<file path="config.mk">
export PLATFORM = sky130hd
export DESIGN_NAME = ghost_mover
export DESIGN_NICKNAME = d
export VERILOG_FILES = /design/src/rtl/ghost_pkg.sv /design/src/rtl/map_cell_query.sv /design/src/rtl/ghost_mover.sv
export SDC_FILE = /design/constraint.sdc
export NUM_CORES = 1
export LEC_CHECK = 0
export ABC_CLOCK_PERIOD_IN_PS = 10000
export CAP_MARGIN = 20
export CORE_ASPECT_RATIO = 0.8
export CORE_MARGIN = 2
export CORE_UTILIZATION = 45
export DETAILED_ROUTE_END_ITERATION = 7
export PLACE_DENSITY = 0.76
export REMOVE_ABC_BUFFERS = 1
export SETUP_SLACK_MARGIN = 0.3
export SLEW_MARGIN = 20
export SYNTH_ARGS = -nofsm -noshare
export SYNTH_HDL_FRONTEND = slang
export SYNTH_SLANG_ARGS = --single-unit
</file>
<file path="constraint.sdc">
create_clock -name clk -period 10 [get_ports clk]
set_clock_uncertainty 0.05 [all_clocks]
set_input_delay 2.5 -clock clk [delete_from_list [all_inputs] [get_ports clk]]
set_output_delay 2.5 -clock clk [all_outputs]
set_load 0.005 [all_outputs]
</file>
<file path="src/rtl/ghost_pkg.sv">
// Shared ghost/map definitions: map geometry, home tile, direction and state encodings.
package ghost_pkg;

  localparam int unsigned MAP_W               = 10;
  localparam int unsigned MAP_H               = 9;
  localparam int unsigned MAP_CELLS           = MAP_W * MAP_H;
  localparam int unsigned COORD_W             = 5;
  localparam int unsigned DIR_W               = 2;
  localparam int unsigned IDX_W               = 7;
  localparam int unsigned HOLD_W              = 4;
  localparam int unsigned GHOST_HOME_X        = 8;
  localparam int unsigned GHOST_HOME_Y        = 1;
  localparam int unsigned GHOST_RESPAWN_STEPS = 8;

  typedef enum logic [1:0] {
    DIR_UP    = 2'b00,
    DIR_DOWN  = 2'b01,
    DIR_LEFT  = 2'b10,
    DIR_RIGHT = 2'b11
  } dir_e;

  typedef enum logic {
    ST_ROAM = 1'b0,
    ST_HOLD = 1'b1
  } state_e;

  typedef struct packed {
    logic [COORD_W-1:0] x;
    logic [COORD_W-1:0] y;
  } pos_t;

endpackage

</file>
<file path="src/rtl/map_cell_query.sv">
// Combinational neighbour lookup: target tile for a direction, its validity and wall bit.
// Ports:
//   map   - wall map, bit y*MAP_W+x, 1 = wall
//   x, y  - current tile
//   dir   - requested direction (up/down/left/right)
//   tx,ty - target tile (horizontal tunnel wrap applied)
//   valid - target is inside the vertical bounds
//   wall  - target cell is a wall (0 when not valid)
module map_cell_query #(
  parameter int unsigned MAP_W = ghost_pkg::MAP_W,
  parameter int unsigned MAP_H = ghost_pkg::MAP_H
) (
  input  logic [0:MAP_W*MAP_H-1]        map,
  input  logic [ghost_pkg::COORD_W-1:0] x,
  input  logic [ghost_pkg::COORD_W-1:0] y,
  input  logic [ghost_pkg::DIR_W-1:0]   dir,
  output logic [ghost_pkg::COORD_W-1:0] tx,
  output logic [ghost_pkg::COORD_W-1:0] ty,
  output logic                          valid,
  output logic                          wall
);
  import ghost_pkg::*;

  logic [IDX_W-1:0] idx;

  // Target selection; wrap decided by explicit compare, never by overflow.
  always_comb begin
    tx    = x;
    ty    = y;
    valid = 1'b1;
    idx   = '0;
    wall  = 1'b0;
    case (dir)
      DIR_UP: begin
        if (y == 5'd0) valid = 1'b0;
        else           ty    = y - 5'd1;
      end
      DIR_DOWN: begin
        if (y == 5'(MAP_H - 1)) valid = 1'b0;
        else                    ty    = y + 5'd1;
      end
      DIR_LEFT: begin
        tx = (x == 5'd0) ? 5'(MAP_W - 1) : x - 5'd1;
      end
      default: begin
        tx = (x == 5'(MAP_W - 1)) ? 5'd0 : x + 5'd1;
      end
    endcase
    // Index only formed for in-bounds targets so it never leaves 0..MAP_W*MAP_H-1.
    if (valid) begin
      idx  = 7'(ty) * 7'(MAP_W) + 7'(tx);
      wall = map[idx];
    end
  end

endmodule

</file>
<file path="src/rtl/ghost_mover.sv">
// Ghost position tracker: moves one tile per step tick, honours walls and the
// side tunnel, and parks an eaten ghost at home for RESPAWN_STEPS ticks.
// Ports:
//   clk, rst_n  - clock, async active-low reset
//   step_lvl    - game-rate level; each rising edge is one step
//   dir         - requested direction from the direction controller
//   map         - wall map, bit y*MAP_W+x, 1 = wall
//   eaten       - single-cycle pulse: ghost was eaten
//   ghost_x/y   - current tile
//   prev_dir    - direction of the last successful move
//   moved       - one-cycle pulse on a successful move
//   blocked     - sticky: last step attempt hit a wall or vertical boundary
//   at_home     - high while parked at home
module ghost_mover #(
  parameter int unsigned MAP_W         = ghost_pkg::MAP_W,
  parameter int unsigned MAP_H         = ghost_pkg::MAP_H,
  parameter int unsigned HOME_X        = ghost_pkg::GHOST_HOME_X,
  parameter int unsigned HOME_Y        = ghost_pkg::GHOST_HOME_Y,
  parameter int unsigned RESPAWN_STEPS = ghost_pkg::GHOST_RESPAWN_STEPS
) (
  input  logic                          clk,
  input  logic                          rst_n,
  input  logic                          step_lvl,
  input  logic [ghost_pkg::DIR_W-1:0]   dir,
  input  logic [0:MAP_W*MAP_H-1]        map,
  input  logic                          eaten,
  output logic [ghost_pkg::COORD_W-1:0] ghost_x,
  output logic [ghost_pkg::COORD_W-1:0] ghost_y,
  output logic [ghost_pkg::DIR_W-1:0]   prev_dir,
  output logic                          moved,
  output logic                          blocked,
  output logic                          at_home
);
  import ghost_pkg::*;

  state_e              state_q, state_d;
  logic [HOLD_W-1:0]   hold_cnt_q, hold_cnt_d;
  pos_t                pos_q, pos_d;
  logic [DIR_W-1:0]    prev_dir_q, prev_dir_d;
  logic                moved_q, moved_d;
  logic                blocked_q, blocked_d;
  logic                at_home_q, at_home_d;
  logic                step_q;
  logic                step_c;

  logic [COORD_W-1:0]  tx_c, ty_c;
  logic                valid_c, wall_c;
  pos_t                home_c;

  assign home_c = '{x: 5'(HOME_X), y: 5'(HOME_Y)};

  // Rising edge of the step level; acted on at the edge where step_q captures 1.
  assign step_c = step_lvl & ~step_q;

  map_cell_query #(
    .MAP_W (MAP_W),
    .MAP_H (MAP_H)
  ) u_query (
    .map   (map),
    .x     (pos_q.x),
    .y     (pos_q.y),
    .dir   (dir),
    .tx    (tx_c),
    .ty    (ty_c),
    .valid (valid_c),
    .wall  (wall_c)
  );

  // State and output registers.
  always_ff @(posedge clk or negedge rst_n) begin
    if (!rst_n) begin
      state_q    <= ST_ROAM;
      hold_cnt_q <= '0;
      pos_q      <= '{x: 5'(HOME_X), y: 5'(HOME_Y)};
      prev_dir_q <= DIR_UP;
      moved_q    <= 1'b0;
      blocked_q  <= 1'b0;
      at_home_q  <= 1'b0;
      step_q     <= 1'b0;
    end else begin
      state_q    <= state_d;
      hold_cnt_q <= hold_cnt_d;
      pos_q      <= pos_d;
      prev_dir_q <= prev_dir_d;
      moved_q    <= moved_d;
      blocked_q  <= blocked_d;
      at_home_q  <= at_home_d;
      step_q     <= step_lvl;
    end
  end

  // Next-state logic; eaten overrides any step in the same cycle.
  always_comb begin
    state_d    = state_q;
    hold_cnt_d = hold_cnt_q;
    pos_d      = pos_q;
    prev_dir_d = prev_dir_q;
    moved_d    = 1'b0;
    blocked_d  = blocked_q;
    at_home_d  = at_home_q;
    if (eaten) begin
      state_d    = ST_HOLD;
      pos_d      = home_c;
      hold_cnt_d = '0;
      at_home_d  = 1'b1;
      blocked_d  = 1'b0;
    end else if (step_c) begin
      case (state_q)
        ST_ROAM: begin
          if (valid_c && !wall_c) begin
            pos_d      = '{x: tx_c, y: ty_c};
            prev_dir_d = dir;
            moved_d    = 1'b1;
            blocked_d  = 1'b0;
          end else begin
            blocked_d  = 1'b1;
          end
        end
        ST_HOLD: begin
          if (hold_cnt_q == HOLD_W'(RESPAWN_STEPS - 1)) begin
            state_d    = ST_ROAM;
            at_home_d  = 1'b0;
            hold_cnt_d = '0;
          end else begin
            hold_cnt_d = hold_cnt_q + 4'd1;
          end
        end
        default: state_d = ST_ROAM;
      endcase
    end
  end

  assign ghost_x  = pos_q.x;
  assign ghost_y  = pos_q.y;
  assign prev_dir = prev_dir_q;
  assign moved    = moved_q;
  assign blocked  = blocked_q;
  assign at_home  = at_home_q;

endmodule

</file>
==> results of run 1 <==
-- power groups by stage --
stage	clock (mW)	combinational, mW	sequential, mW
5_1_grt	0.0609	0.196	0.0904
3_3_place_gp	0	0.174	0.0915
2_1_floorplan	0	0.0913	0.0917
3_5_place_dp	0	0.176	0.0916
6_report	0.0556	0.181	0.0900
4_1_cts	0.0568	0.177	0.0900
-- metrics by stage --
stage / hold WS [ns] / area [um^2]
finish: 0.4726 / 4883
global route: 0.5209 / 4883
CTS: 0.4801 / 4883
detailed placement: 0.4582 / 4837
global placement: 0.4526 / 4837
floorplan: 0.4494 / 3561
-- per-layer routing --
metal	up-vias	GRT usage	share of wire
met1	2125	0.4280	0.45
met4	0	0.05313	0.013
met3	14	0.05188	0.096
met2	236	0.4459	0.45
li1	2065	-	-
met5	-	0	0
-- layout make-up --
class | instances | area [um^2]
Inverter | 21 | 78.83
Clock inverter | 1 | 5.005
Sequential cell | 21 | 529.3
Tap cell | 108 | 135.1
Clock buffer | 3 | 41.29
Multi-Input combinational cell | 409 | 2960
Fill cell | 764 | 3172
Timing Repair Buffer | 115 | 1134
-- registers in the layout (all words and copies together) (netlist names) --
name and count:
blocked 1, moved 1, hold_cnt_q 4, prev_dir 2, ghost_y 5, state_q 1
ghost_x 5, step_q 1, at_home 1
-- synth_stat cells, types with 10 or more instances --
library cell and count:
ha_1 15, a211oi_1 11, a21oi_1 28, nand2_1 31, mux2i_1 31, inv_1 20, o21ai_0 36, a221oi_1 11
dfrtp_1 19, nand3_1 14, nor3_1 21, nor2_1 37, buf_6 11, buf_2 10
-- cell families (layout without fill, tap and decap cells) --
kind of cell    count (synthesis)  after routing  share of synthesized area
mux                            41             41                     0.1120
xor+xnor                       13             13                    0.02989
flops                          21             21                     0.1386
buf+inv                        56            140                    0.08604
simple gates                  163            163                     0.2345
compound gates                175            175                     0.3393
fa+ha+maj                      17             17                    0.05977
-- worst max-delay path, stage by stage --
cell and delay (ns):
clkdlybuf4s50_1 0.92, a311oi_2 0.73, a22oi_1 0.13, o31ai_1 0.42
ha_1 0.31, ha_1 0.38, xor2_1 0.41, nand2b_1 0.25
a221oi_1 0.29, o311ai_0 0.18, o221a_2 0.27, and3_1 0.19
o32ai_2 0.61, nor2_2 0.16, a211oi_1 0.27
-- path summary, 6_finish.rpt --
path                        startpoint           to  cells past startpoint
min reg2reg                prev_dir[1]  prev_dir[1]                      2
min                        prev_dir[1]  prev_dir[1]                      2
min in group asynchronous        rst_n   ghost_y[4]                      1
max in group asynchronous        rst_n   ghost_x[0]                      1
max                             dir[0]   ghost_x[2]                     15
max reg2reg                 ghost_x[0]   ghost_x[2]                     16
==> out/results.ini, run 1 <==
[placement]
dp_cells = 674
pre_cts_ws_ns = 1.901
dp_hpwl_um = 10240
gp_congestion = 0.9629
port_buffers = 110

[power]
swShare = 0.3882
clkPwrFrac = 0.170
power_leakage_nw = 1.721
sequentialPowerShare = 0.276
finalPower_uw = 326.5
ir_worst_vdd_uv = 87.16
netSwitchingPower_uw = 126.7
p_per_area_nw_per_um2 = 66.86
comb_power_share = 0.554
internal-power_uw = 199.8

[final_layout]
final_cell_mix = clkdlybuf4s50_1 (109), nor2_1 (37), o21ai_0 (36)
num_antenna_cells = 0
utilization = 0.6062
final-instance-count-excl-fill = 678
drive_above_1_share = 0.09474
final_common_cell = clkdlybuf4s50_1
areaGrowthSynthToFinish_pct = 28.18
nNetsFinal = 684

[critical_path]
crit_type = primary input to register
required_ns = 10.10
cp.arrival_ns = 8.03
critical_path.max_fanout = 25
reg2reg_slack_ns = 3.86
crit_path_end_kind = register
start_kind = primary input

[synth]
syn_area_um2 = 3810
yosys.area.top_type_share = 0.1248
ys_types = 89
postSynthAreaPerCell_um2 = 7.839
synth_largest_area_cell = dfrtp_1
synth_cells = 486
synth-edff-count = 0
ys_seq_area_frac = 0.1386
yosys_most_used_dff = dfrtp_1
synth_area_leaders = dfrtp_1 (12%), mux2i_1 (8.1%), ha_1 (4.9%)
yosys_warnings = 0
ys_async_sr_fraction = 1.000
synth_seq_cells = 21

[routing]
num_vias = 4440
wirelength_um = 13640
antenna_left = 0
dr.pass1.iters = 5
detail_route.iter0.violations = 432
avgRoutedWirePerCell_um = 20.11
drc = 0
vias_per_cell = 6.549

[sta]
min_period_ns = 7.934
timing.final.hold_violations = 0
setup_ws_ns = 2.066
slew_violations = 0
setup_tns_ns = 0
rsz0062_at_grt = false
finalSetupViolations = 0
fin_crit_sh = 0.7934
fmax_mhz = 126.0
worst_pin_slew_ns = 1.016
max_slew_margin = 0.3127

[floorplanning]
die_area_um2 = 9223
die_w_um = 106.9
start_util = 0.4730
core_region_area_um2 = 8055
io_pins = 111
rows = 29
fp.dieH_um = 86.30

[worst_hold_path]
hold_class = register to register

[clock_tree]
htreeDepth = 1
cts_tree = done
postCtsHoldBufs = 0
path_clk_slew_ns = 0.08
clock-sinks = 21
cts-resized-gates = 0
cts_buffers = 3
clockBufferDepth = 2
root_buffer = clkbuf_8
cts_setup_buffers = 0
clk_latency_ns = 0.26

[job]
drv_cap = 0

[grt]
grt_max_degree = 59
grt_overflow = 0
grt_pass1_wl_um = 21380
antenna_found_initial = 0
grt_usage = 0.2897
grt_pass1_vias = 4025

[run_status]
status = finished, final reports clean

No activity file was read; power rests on OpenSTA's default activity.
==> run 2, diff against run 1 <==
Settings changed: ABC_CLOCK_PERIOD_IN_PS 10000 to 6900, PLACE_DENSITY 0.76 to 0.8.
Clock period 10 ns to 6.9 ns, I/O delays scaled along.
==> out/results.ini, run 2 (synthesis gave the netlist of run 1 again) <==
[final_layout]
final_common_cell = clkdlybuf4s50_1  ; unchanged
drive_above_1_share = 0.1100  ; was 0.09474
fin_area_um2 = 4969  ; was 4883 um^2
areaGrowthSynthToFinish_pct = 30.41  ; was 28.18%
final_cell_mix = clkdlybuf4s50_1 (108), nor2_1 (37), o21ai_0 (36)  ; was clkdlybuf4s50_1 (109), nor2_1 (37), o21ai_0 (36)
fill_cells = 706  ; was 764
num_antenna_cells = 0  ; unchanged
utilization = 0.6168  ; was 0.6062
nNetsFinal = 696  ; was 684

[floorplanning]
die_area_um2 = 9223  ; unchanged
core_region_area_um2 = 8055  ; unchanged
rows = 29  ; unchanged
fp.dieH_um = 86.30  ; unchanged
start_util = 0.4730  ; unchanged
die_w_um = 106.9  ; unchanged
io_pins = 111  ; unchanged

[routing]
avgRoutedWirePerCell_um = 20.60  ; was 20.11 um
wirelength_um = 14220  ; was 13640 um
vias_per_cell = 6.545  ; was 6.549
dr.pass1.iters = 5  ; unchanged
antenna_left = 0  ; unchanged
num_vias = 4516  ; was 4440
drc = 0  ; unchanged
detail_route.iter0.violations = 512  ; was 432

[placement]
placed_area_um2 = 4921  ; was 4837 um^2
gp_congestion = 1.028  ; was 0.9629
pre_cts_ws_ns = 0.2489  ; was 1.901 ns
port_buffers = 110  ; unchanged
dp_hpwl_um = 11180  ; was 10240 um

[sta]
fmax_mhz = 168.0
slew_violations = 0  ; unchanged
max_slew_margin = 0.4076  ; was 0.3127
setup_ws_ns = 0.9489  ; was 2.066 ns
rsz0062_at_grt = false  ; unchanged
timing.final.hold_violations = 0  ; unchanged
worst_pin_slew_ns = 0.8859  ; was 1.016 ns
fin_crit_sh = 0.8625
setup_tns_ns = 0  ; unchanged
finalSetupViolations = 0  ; unchanged
min_period_ns = 5.951

[run_status]
status = finished, final reports clean  ; unchanged

[clock_tree]
htreeDepth = 1  ; unchanged
clock-sinks = 21  ; unchanged
cts_setup_buffers = 0  ; unchanged
clk_latency_ns = 0.25  ; was 0.26 ns
clockBufferDepth = 2  ; unchanged
cts_tree = done  ; unchanged
path_clk_slew_ns = 0.07  ; was 0.08 ns
postCtsHoldBufs = 0  ; unchanged
cts_buffers = 3  ; unchanged
cts-resized-gates = 0  ; unchanged
root_buffer = clkbuf_8  ; unchanged

[grt]
antenna_found_initial = 0  ; unchanged
grt_max_degree = 58  ; was 59
grt_pass1_wl_um = 22930  ; was 21380 um
grt_usage = 0.3126  ; was 0.2897
grt_overflow = 0  ; unchanged
grt_pass1_vias = 4201  ; was 4025

[critical_path]
start_kind = primary input  ; unchanged
crit_path_end_kind = register  ; unchanged
required_ns = 6.97  ; was 10.10 ns
reg2reg_from = ghost_x[0]  ; unchanged
critical_path.max_fanout = 11  ; was 25
crit_type = primary input to register  ; unchanged
cp.arrival_ns = 6.02  ; was 8.03 ns
timing.rr.end = prev_dir[0]  ; was ghost_x[2]
reg2regPathDepth = 16  ; unchanged
reg2reg_slack_ns = 1.72  ; was 3.86 ns

[worst_hold_path]
holdPathStages = 2  ; unchanged
hold_class = register to register  ; unchanged
worstHoldStart = at_home  ; was prev_dir[1]
whs_endpoint = at_home  ; was prev_dir[1]

[power]
power_leakage_nw = 1.783  ; was 1.721 nW
finalPower_uw = 486.9  ; was 326.5 uW
p_per_area_nw_per_um2 = 98.00  ; was 66.86 nW/um^2
ir_worst_vdd_uv = 141.4  ; was 87.16 uV

[job]
drv_cap = 0  ; unchanged

-- run 2: power breakdown --
| part | internal (mW) | switching, mW |
|---|---|---|
| Sequential | 0.128 | 0.00365 |
| Clock | 0.0410 | 0.0358 |
| Combinational | 0.132 | 0.147 |
| Total | 0.301 | 0.186 |
-- run 2: worst max-delay path, stage by stage --
cell            delay [ns]
dlymetal6s2s_1        0.24
or4_1                 0.55
o21ai_0               0.08
o2bb2a_1              0.24
a31oi_2               0.18
inv_1                 0.06
ha_1                  0.29
ha_1                  0.30
ha_1                  0.31
a21boi_0              0.31
or2_2                 0.28
o221ai_1              0.21
nor4b_2               0.35
o32a_1                0.43
a21oi_1               0.13
nor3_1                0.34
-- run 2: routing by layer --
metal | routed length (um) | GRT usage | part of all wire | vias up
li1 | - | - | - | 2084
met1 | 5837 | 0.4363 | 0.41 | 2118
met2 | 6291 | 0.4800 | 0.44 | 284
met3 | 1862 | 0.1038 | 0.13 | 30
met4 | 226 | 0.04959 | 0.016 | 0
met5 | 0 | 0 | 0 | -
-- run 2: per-stage QoR --
step | cells | hold slack [ns]
after CTS | 690 | 0.4754
after global routing | 690 | 0.5214
after floorplan | 451 | 0.4494
after global placement | 686 | 0.4605
final | 690 | 0.4778
after detailed placement | 686 | 0.4513
-- run 2: worst max-delay path by stage --
stage                           from           to
after detailed placement      dir[0]  prev_dir[0]
after floorplan           ghost_x[0]  prev_dir[0]
after CTS                     dir[0]  prev_dir[0]
final                         dir[0]   ghost_x[4]
after global placement        dir[0]  prev_dir[0]
after global routing          dir[0]  prev_dir[0]
-- run 2: final cells by class --
type	count	area, um^2	area share
Inverter	21	78.83	0.01587
Clock buffer	4	45.04	0.009066
Timing Repair Buffer	127	1226	0.2468
Sequential cell	21	529.3	0.1065
Tap cell	108	135.1	0.02720
Multi-Input combinational cell	409	2954	0.5946
==> run 3, diff against run 2 <==
Settings changed: ABC_CLOCK_PERIOD_IN_PS 6900 to 5300.
Clock period 6.9 ns to 5.3 ns, I/O delays scaled along.
==> out/results.ini, run 3 (synthesis gave the netlist of run 1 again) <==
[critical_path]
start_kind = primary input  ; unchanged
required_ns = 5.40  ; was 6.97 ns
crit_path_end_kind = register  ; unchanged
cp.arrival_ns = 5.09  ; was 6.02 ns
critical_path.max_fanout = 5  ; was 11
crit_type = primary input to register  ; unchanged

[routing]
drc = 0  ; unchanged
wirelength_um = 15280  ; was 14220 um
detail_route.iter0.violations = 396  ; was 512
dr.pass1.iters = 5  ; unchanged
num_vias = 4804  ; was 4516
antenna_left = 0  ; unchanged
vias_per_cell = 6.431  ; was 6.545
avgRoutedWirePerCell_um = 20.46  ; was 20.60 um

[placement]
port_buffers = 110  ; unchanged
placed_area_um2 = 5279  ; was 4921 um^2
dp_cells = 732  ; was 686
gp_congestion = 0.9705  ; was 1.028
dp_hpwl_um = 11380  ; was 11180 um
pre_cts_ws_ns = -0.6712  ; was 0.2489 ns

[final_layout]
final-instance-count-excl-fill = 747  ; was 690
drive_above_1_share = 0.2520  ; was 0.1100
nNetsFinal = 753  ; was 696
num_antenna_cells = 0  ; unchanged
final_common_cell = clkdlybuf4s50_1  ; unchanged
final_cell_mix = clkdlybuf4s50_1 (108), buf_4 (67), nor2_1 (35)  ; was clkdlybuf4s50_1 (108), nor2_1 (37), o21ai_0 (36)
areaGrowthSynthToFinish_pct = 50.21  ; was 30.41%
fin_area_um2 = 5723  ; was 4969 um^2
utilization = 0.7105  ; was 0.6168

[job]
drv_cap = 0  ; unchanged

[clock_tree]
root_buffer = clkbuf_8  ; unchanged
path_clk_slew_ns = 0.08  ; was 0.07 ns
htreeDepth = 1  ; unchanged
clockBufferDepth = 2  ; unchanged
cts_tree = done  ; unchanged
clk_latency_ns = 0.26  ; was 0.25 ns
postCtsHoldBufs = 0  ; unchanged
clock-sinks = 21  ; unchanged
cts_buffers = 3  ; unchanged

[sta]
timing.hold.ws_ns = 0.4738  ; was 0.4778 ns
worst_pin_slew_ns = 0.9371  ; was 0.8859 ns
fin_crit_sh = 0.9415
min_period_ns = 4.990
fmax_mhz = 200.4
max_slew_margin = 0.3733  ; was 0.4076
setup_tns_ns = 0  ; unchanged
timing.final.hold_violations = 0  ; unchanged
setup_ws_ns = 0.3101  ; was 0.9489 ns
slew_violations = 0  ; unchanged
rsz0062_at_grt = false  ; unchanged
finalSetupViolations = 0  ; unchanged

[power]
finalPower_uw = 755.6  ; was 486.9 uW
clkPwrFrac = 0.139  ; was 0.158
power_leakage_nw = 2.120  ; was 1.783 nW
swShare = 0.3764  ; was 0.3824
internal-power_uw = 471.2  ; was 300.7 uW
sequentialPowerShare = 0.225  ; was 0.270
netSwitchingPower_uw = 284.4  ; was 186.2 uW
ir_worst_vdd_uv = 213.5  ; was 141.4 uV
p_per_area_nw_per_um2 = 132.0  ; was 98.00 nW/um^2
comb_power_share = 0.636  ; was 0.572

[run_status]
status = finished, final reports clean  ; unchanged

[grt]
grt_overflow = 0  ; unchanged
grt_pass1_wl_um = 23250  ; was 22930 um
grt_util_met1 = 0.4230  ; was 0.4363
grt.busiest_layer = met2  ; unchanged
grt_max_degree = 41  ; was 58
grt_pass1_vias = 4505  ; was 4201
antenna_found_initial = 0  ; unchanged
grt_usage = 0.3147  ; was 0.3126
gr-usage-met3 = 0.07970  ; was 0.1038
grt.met2_usage = 0.5107  ; was 0.4800

[floorplanning]
rows = 29  ; unchanged
start_util = 0.4730  ; unchanged
io_pins = 111  ; unchanged
core_region_area_um2 = 8055  ; unchanged
fp.dieH_um = 86.30  ; unchanged
die_w_um = 106.9  ; unchanged
die_area_um2 = 9223  ; unchanged

[worst_hold_path]
hold_class = register to register  ; unchanged

==> run 3: repair_timing <==
| item | CTS | global route |
|---|---|---|
| endpoints found under the setup margin | 14 | 14 |
| cloned | 0 | 0 |
| pin swaps | 17 | 21 |
| setup buffers | 5 | 6 |
| gates resized for setup | 27 | 43 |
==> run 3: path summary, 6_finish.rpt <==
check	from	endpoint	slack, ns	cells after the start
worst max-delay path	dir[0]	prev_dir[0]	0.31	20
worst min-delay path	at_home	at_home	0.47	2
worst max register to register	ghost_y[1]	prev_dir[0]	0.48	20
worst min register to register	at_home	at_home	0.47	2
max in group asynchronous	rst_n	ghost_x[0]	3.04	1
min in group asynchronous	rst_n	prev_dir[0]	1.53	1
==> run 3: routing by layer <==
metal / vias up / routed length, um
met1: 2278 / 6374
met2: 287 / 6959
met5: - / 0
met3: 36 / 1607
met4: 0 / 342
li1: 2203 / -
==> run 3: critical path, cell delays in order <==
cell and delay, ns:
buf_2 0.12, buf_6 0.12, a311oi_4 0.36, buf_4 0.18
nor2_1 0.04, o21ai_1 0.12, o311ai_2 0.14, inv_1 0.11
ha_1 0.27, ha_4 0.17, inv_2 0.04, fa_1 0.44
o21bai_4 0.20, xnor2_2 0.15, xor2_1 0.20, or2_4 0.26
o32ai_4 0.31, buf_6 0.17, nor3_4 0.04, mux2_4 0.33
==> run 3: layout make-up <==
class                      count  area, um^2
timing repair buffer         184        1682
multi-input combinational    409        3252
tap                          108       135.1
sequential                    21       529.3
inverter                      21       78.83
clock inverter                 1       5.005
clock buffer                   3       41.29
fill                         622        2332
==> run 3: power by group through the flow <==
stage               Sequential [mW]  Clock [mW]  Combinational (mW)
floorplan                     0.173           0               0.172
global placement              0.173           0               0.394
detailed placement            0.173           0               0.398
CTS                           0.170       0.108               0.421
global route                  0.171       0.115               0.505
finish                        0.170       0.105               0.480
